==> config.mk <==
export PLATFORM = sky130hd
export DESIGN_NAME = dmem_access_ctrl
export DESIGN_NICKNAME = d
export VERILOG_FILES = /design/src/rtl/pipes_pkg.sv /design/src/rtl/dmem_access_ctrl_store_align.sv /design/src/rtl/dmem_access_ctrl.sv
export SDC_FILE = /design/constraint.sdc
export NUM_CORES = 1
export LEC_CHECK = 0
export BUFFER_PORTS_ARGS = -buffer_cell sky130_fd_sc_hd__buf_2
export CAP_MARGIN = 20
export CORE_UTILIZATION = 30
export DETAILED_ROUTE_END_ITERATION = 16
export GPL_ROUTABILITY_DRIVEN = 0
export PLACE_DENSITY = 0.51
export SETUP_SLACK_MARGIN = 0.2
export SLEW_MARGIN = 10
export SYNTH_ARGS = -nofsm -noshare
export SYNTH_HDL_FRONTEND = slang
export SYNTH_SLANG_ARGS = --single-unit
==> constraint.sdc <==
create_clock -name clk -period 2.8 [get_ports clk]
set_input_delay 0.42 -clock clk [delete_from_list [all_inputs] [get_ports clk]]
set_output_delay 0.42 -clock clk [all_outputs]
set_load 0.005 [all_outputs]
==> src/rtl/pipes_pkg.sv <==
// Shared memory-access types: load/store op encoding, bus size encoding, FSM states
// and op classification helpers.
package pipes_pkg;

  typedef enum logic [3:0] {
    MOP_NONE = 4'd0,
    MOP_LB   = 4'd1,
    MOP_LH   = 4'd2,
    MOP_LW   = 4'd3,
    MOP_LD   = 4'd4,
    MOP_LBU  = 4'd5,
    MOP_LHU  = 4'd6,
    MOP_LWU  = 4'd7,
    MOP_SB   = 4'd8,
    MOP_SH   = 4'd9,
    MOP_SW   = 4'd10,
    MOP_SD   = 4'd11
  } mem_op_t;

  typedef logic [2:0] msize_t;

  localparam msize_t MSIZE1 = 3'd0;
  localparam msize_t MSIZE2 = 3'd1;
  localparam msize_t MSIZE4 = 3'd2;
  localparam msize_t MSIZE8 = 3'd3;

  typedef enum logic [1:0] {
    S_IDLE = 2'd0,
    S_ADDR = 2'd1,
    S_DATA = 2'd2,
    S_DONE = 2'd3
  } dstate_t;

  function automatic logic is_load(input mem_op_t op);
    return op inside {MOP_LB, MOP_LH, MOP_LW, MOP_LD, MOP_LBU, MOP_LHU, MOP_LWU};
  endfunction

  function automatic logic is_store(input mem_op_t op);
    return op inside {MOP_SB, MOP_SH, MOP_SW, MOP_SD};
  endfunction

endpackage

==> src/rtl/dmem_access_ctrl_store_align.sv <==
// Combinational access shaping: bus size, byte strobes, lane-shifted store data
// and natural-alignment check for one load/store op.
module dmem_store_align
  import pipes_pkg::*;
(
  input  mem_op_t     i_op,
  input  logic [2:0]  i_addr_lo,
  input  logic [63:0] i_wdata,
  output msize_t      o_size,
  output logic [7:0]  o_strobe,
  output logic [63:0] o_data,
  output logic        o_misalign
);

  msize_t     w_size;
  logic [7:0] w_mask;

  always_comb begin
    w_size     = MSIZE1;
    w_mask     = 8'h01;
    o_misalign = 1'b0;
    o_strobe   = 8'h00;
    case (i_op)
      MOP_LH, MOP_LHU, MOP_SH: w_size = MSIZE2;
      MOP_LW, MOP_LWU, MOP_SW: w_size = MSIZE4;
      MOP_LD, MOP_SD:          w_size = MSIZE8;
      default:                 w_size = MSIZE1;
    endcase
    case (w_size)
      MSIZE2:  begin w_mask = 8'h03; o_misalign = i_addr_lo[0];      end
      MSIZE4:  begin w_mask = 8'h0F; o_misalign = |i_addr_lo[1:0];   end
      MSIZE8:  begin w_mask = 8'hFF; o_misalign = |i_addr_lo;        end
      default: begin w_mask = 8'h01; o_misalign = 1'b0;              end
    endcase
    // A double is only ever issued aligned, so its strobe is always the full beat.
    if (is_store(i_op)) begin
      o_strobe = (w_size == MSIZE8) ? 8'hFF : (w_mask << i_addr_lo);
    end
  end

  assign o_size = w_size;
  assign o_data = i_wdata << {i_addr_lo, 3'b000};

endmodule

==> src/rtl/dmem_access_ctrl.sv <==
// Data-memory access sequencer: latches one load/store from the memory stage, holds
// the dbus request until completion, and reports done/misalign/timeout.
module dmem_access_ctrl
  import pipes_pkg::*;
#(
  parameter int WAIT_LIMIT = 1024,
  parameter int CNT_W      = 16
) (
  input  logic        clk,
  input  logic        reset,
  input  logic        start_valid,
  input  mem_op_t     op,
  input  logic [63:0] addr,
  input  logic [63:0] wdata,
  input  logic        flush,
  output logic        stall,
  output logic        done,
  output logic [63:0] rdata,
  output logic        misalign,
  output logic        timeout_err,
  output logic        dreq_valid,
  output logic [63:0] dreq_addr,
  output logic [2:0]  dreq_size,
  output logic [7:0]  dreq_strobe,
  output logic [63:0] dreq_data,
  input  logic        dresp_addr_ok,
  input  logic        dresp_data_ok,
  input  logic [63:0] dresp_data
);

  localparam logic [CNT_W-1:0] LIMIT = CNT_W'(WAIT_LIMIT);

  dstate_t          r_state, w_state_nxt;
  mem_op_t          r_op;
  logic [63:0]      r_addr, r_data, r_rdata;
  msize_t           r_size;
  logic [7:0]       r_strobe;
  logic             r_misalign, r_abort, r_timeout;
  logic [CNT_W-1:0] r_cnt;

  msize_t           w_size;
  logic [7:0]       w_strobe;
  logic [63:0]      w_data;
  logic             w_misalign, w_accept, w_busy, w_abort;
  logic [CNT_W-1:0] w_cnt_inc;

  dmem_store_align u_align (
    .i_op       (op),
    .i_addr_lo  (addr[2:0]),
    .i_wdata    (wdata),
    .o_size     (w_size),
    .o_strobe   (w_strobe),
    .o_data     (w_data),
    .o_misalign (w_misalign)
  );

  assign w_accept  = (r_state == S_IDLE) && start_valid && (op != MOP_NONE) && !flush;
  assign w_busy    = (r_state == S_ADDR) || (r_state == S_DATA);
  // A flush arriving in the completing cycle still squashes the result.
  assign w_abort   = r_abort || flush;
  assign w_cnt_inc = (r_cnt == '1) ? r_cnt : r_cnt + 1'b1;

  always_ff @(posedge clk or negedge reset) begin
    if (!reset) r_state <= S_IDLE;
    else        r_state <= w_state_nxt;
  end

  always_comb begin
    w_state_nxt = r_state;
    stall       = 1'b0;
    dreq_valid  = 1'b0;
    done        = 1'b0;
    misalign    = 1'b0;
    case (r_state)
      S_IDLE: if (w_accept) w_state_nxt = w_misalign ? S_DONE : S_ADDR;
      S_ADDR: begin
        dreq_valid = 1'b1;
        if (dresp_data_ok)      w_state_nxt = S_DONE;
        else if (dresp_addr_ok) w_state_nxt = S_DATA;
      end
      S_DATA: begin
        dreq_valid = 1'b1;
        if (dresp_data_ok) w_state_nxt = S_DONE;
      end
      S_DONE: begin
        done        = !r_abort;
        misalign    = !r_abort && r_misalign;
        w_state_nxt = S_IDLE;
      end
      default: w_state_nxt = S_IDLE;
    endcase
    stall = start_valid && (op != MOP_NONE) && (r_state != S_DONE) && !flush;
  end

  always_ff @(posedge clk or negedge reset) begin
    if (!reset) begin
      r_op       <= MOP_NONE;
      r_addr     <= '0;
      r_data     <= '0;
      r_size     <= MSIZE1;
      r_strobe   <= '0;
      r_misalign <= 1'b0;
      r_abort    <= 1'b0;
      r_cnt      <= '0;
      r_timeout  <= 1'b0;
      r_rdata    <= '0;
    end else begin
      if (w_accept) begin
        r_op       <= op;
        r_addr     <= addr;
        r_data     <= w_data;
        r_size     <= w_size;
        r_strobe   <= w_strobe;
        r_misalign <= w_misalign;
        r_abort    <= 1'b0;
        r_cnt      <= '0;
      end else if (w_busy) begin
        r_cnt <= w_cnt_inc;
        if (flush) r_abort <= 1'b1;
      end
      if (w_busy && (w_cnt_inc >= LIMIT)) r_timeout <= 1'b1;
      if (w_busy && dresp_data_ok && is_load(r_op) && !w_abort) r_rdata <= dresp_data;
    end
  end

  assign dreq_addr   = r_addr;
  assign dreq_size   = r_size;
  assign dreq_strobe = r_strobe;
  assign dreq_data   = r_data;
  assign timeout_err = r_timeout;
  assign rdata       = r_rdata;

endmodule

==> results.md <==
- Filler cell count: 3,536
- Vias: 9,161
- Row count: 68
- Pwr/cell area: 977 nW/um^2
- Max Fanout on Critical Path: 17
- Remaining antenna violation count: 0
- Logic depth of the worst path, buffers included: 4
- Number of global-route vias before repair: 8,917
- Clk sinks: 227
- Slew HR: 57.3%
- Hold Crit Class: in -> reg
- Worst r2r src: r_state[0]
- Outcome: finished, final reports clean
- Delay-heaviest family, CP: buffers and inverters
- Skew-Pair Late Insertion Delay: 540 ps
- Clock transition at path regs: 60 ps
- Fin crit period: 2160 ps
- Unrepaired setup endpoints after global routing: false
- Total Power: 0.0138 W
- Mux cell area share after synthesis: 12.6%
- Share of layout cells above drive strength 1: 38.7%
- Simple-gate share of the synthesized area: 16.2%
- Die H: 189 microns
- Die Width: 189 microns
- Yosys warnings: 0
- Antenna violations before repair: 2
- Clock Skews: 11.5 ps
- Clock buffer depth: 3
- Critical path's slowest cell: dfrtp_1
- Fin crit share: 77.3%
- Total core area: 34,500 sq um
- RR Endpoint: dreq_strobe[5]
- Post-Route WL: 35,600 microns
- Most frequent cells in the layout: buf_2, nand2_1, dfrtp_1
- Final Core Density: 41.0%
- Post-synthesis adder-cell area fraction: 1.19%
- Post-CTS setup buffer count: 0
- Pin count of the biggest net entering global routing: 74
- Setup TNS: 0 ps
- Post-Synthesis Cells: 1,058
- Pleak: 7.32 nW
- Compound-Gate Fraction of Synth Area: 12.1%
- Top FF cell, synth: dfrtp_1
- Worst EP arrival: 1740 ps
- Commonest non-fill, non-tap cell in the layout: buf_2
- Worst setup EP type: output pin
- Port Buffer Count: 408
- Largest family of logic cells by synthesized area: simple AND/OR/NAND/NOR gates
- Total of max-cap violations: 0
- Post-DP Area: 13,200 sq um
- Initial drt markers: 420
- Multi-input combinational cell area: 4550 sq um
- Critical path, cell by cell: inv_1 > ha_1 > buf_4 > buf_2
- Setup slack, reg-to-reg: 670 ps
- Critical Path RT: 2380 ps
- DRC: 0
- Synth cell types: 54
- Crit-path max cell delay: 390 ps
- Vias per cell: 4.74
- CP bufs+invs: 3
- Worst Hold Margin: 75.0 ps
- Slew Limit Fails: 0
- Die area: 35,900 sq um
- Grt total ovfl: 0
- Setup Viol. Count Final: 0
- Pre-Repair DR Iteration Count: 5
- Area taken by flip-flops and latches: 5680 sq um
- Root Buffer: clkbuf_16
- Least-Margin Pin Slew: 641 ps
- Boundary pin count: 410
- Critical path destination: dreq_valid
- Area grow syn2layout: 34.4%
- Post-Synth XOR/XNOR Area: 0.665%
- IR drop worst, VDD: 0.445 mV
- Syn Area/Cell: 9.96 sq um
- Post-synthesis cell area: 10,500 sq um
- Synth async-reset ratio: 100%
- Worst setup path start: r_state[1]
- Net Count, Synth: 1,270
- Dpl hpwl: 26,600 microns
- Nets@finish: 1,666
- Fin. Hold Viols: 0
- CTS HTree Levels: 1
- Crit path kind: reg -> out
- Fmax: 462 MHz
- Global-route wire length before repair: 53,900 microns
- CTS Buf Count: 27
- Yosys reg bits: 227
- Post-synthesis sequential area ratio: 53.9%
- Critical Path Start Type: register
- Reg2reg path depth: 6
- CTS tree: yes
- Wire per inst: 18.4 microns
- Initial Util: 30.5%
- Post-synth EDFFs: 0
- Design area: 14,200 sq um
- Global Route Usage Sum: 19.4%
sequential cells by signal, summed over array words and instances, names as in the netlist:
signal / cells
r_op: 4
dreq_data: 64
timeout_err: 1
rdata: 64
r_cnt: 16
dreq_size: 2
r_abort: 1
r_misalign: 1
dreq_strobe: 8
dreq_addr: 64
r_state: 2
how the worst min path moves through the flow:
stage / start / endpoint / slack, ps / cells past startpoint
floorplan: reset / dreq_addr[0] / 120 / 0
global placement: reset / r_cnt[15] / 440 / 1
detailed placement: reset / r_cnt[15] / 440 / 1
CTS: addr[44] / dreq_addr[44] / 40 / 3
global route: addr[45] / dreq_addr[45] / 60 / 3
finish: addr[44] / dreq_addr[44] / 70 / 3
power breakdown:
part / internal, W / leakage [nW] / switching [W]
Combinational: 0.00211 / 3.94 / 0.00238
Clock: 0.00234 / 0.464 / 0.00144
Sequential: 0.00475 / 2.91 / 0.000827
Total: 0.00920 / 7.32 / 0.00464
tightest hold or removal path, delay by kind of cell:
kind / cells / cell delay, ps
buffers and inverters: 1 / 70
and+or+nand+nor: 2 / 80
per-layer routing:
layer / track usage [%] / routed length (microns)
met1: 23.3 / 14200
met2: 32.7 / 17100
met3: 6.47 / 3350
met4: 5.83 / 869
met5: 0 / 0
area by class of cell:
| class | instances | area share, % |
|---|---|---|
| clock buffers | 34 | 5.24 |
| clock inverters | 15 | 1.52 |
| repair buffers | 438 | 16.6 |
| flip-flops and latches | 227 | 40.1 |
| well taps | 455 | 4.02 |
| diodes | 3 | 0.0530 |
| multi-input cells | 747 | 32.1 |
| inverters | 13 | 0.344 |
kinds of logic (layout without fill, tap and decap cells):
group	count (synthesis)	count (layout)
AOI/OAI and AO/OA	198	198
xor gates and xnor gates	8	8
adders and majority gates	10	10
buffers and inverters	84	500
DFF	227	227
muxes	123	123
other	1	4
and+or+nand+nor	407	407
through the flow:
step / worst slack (ps) / std cells
2_1_floorplan: 676 / 1058
3_3_place_gp: -113 / 1878
3_5_place_dp: 406 / 1879
4_1_cts: 559 / 1929
5_1_grt: 349 / 1930
6_report: 635 / 1932
synth_stat cells, types with 2 or more instances:
master / n / area [sq um]
nand2_1: 304 / 1140
dfrtp_1: 227 / 5680
mux2_2: 80 / 901
o21ai_0: 71 / 355
mux2i_1: 43 / 430
clkbuf_1: 39 / 146
a21oi_1: 34 / 170
nor2_1: 32 / 120
a211oi_1: 28 / 210
buf_2: 22 / 110
nor2b_1: 14 / 87.6
inv_1: 12 / 45.0
nor3_1: 11 / 55.1
o21a_1: 11 / 82.6
a22o_1: 10 / 87.6
and2_1: 10 / 62.6
ha_1: 10 / 125
nand4_1: 9 / 56.3
buf_1: 8 / 30.0
nor4_1: 8 / 50.1
o221ai_1: 8 / 70.1
o31a_1: 8 / 70.1
nand3_1: 5 / 25.0
o2bb2ai_1: 5 / 43.8
o31ai_1: 4 / 30.0
xnor2_1: 4 / 35.0
xor2_1: 4 / 35.0
a21o_1: 3 / 22.5
nand3b_1: 3 / 22.5
or3_1: 3 / 18.8
a311oi_1: 2 / 17.5
a31oi_1: 2 / 12.5
o21ai_1: 2 / 10.0
o22ai_1: 2 / 12.5
repair_timing:
item,4_1_cts,5_1_grt
setup endpoints to repair,0,1
resized for setup,0,1
hold endpoints to repair,68,0
hold buffers,1,0
No activity file was read; power rests on OpenSTA's default activity.
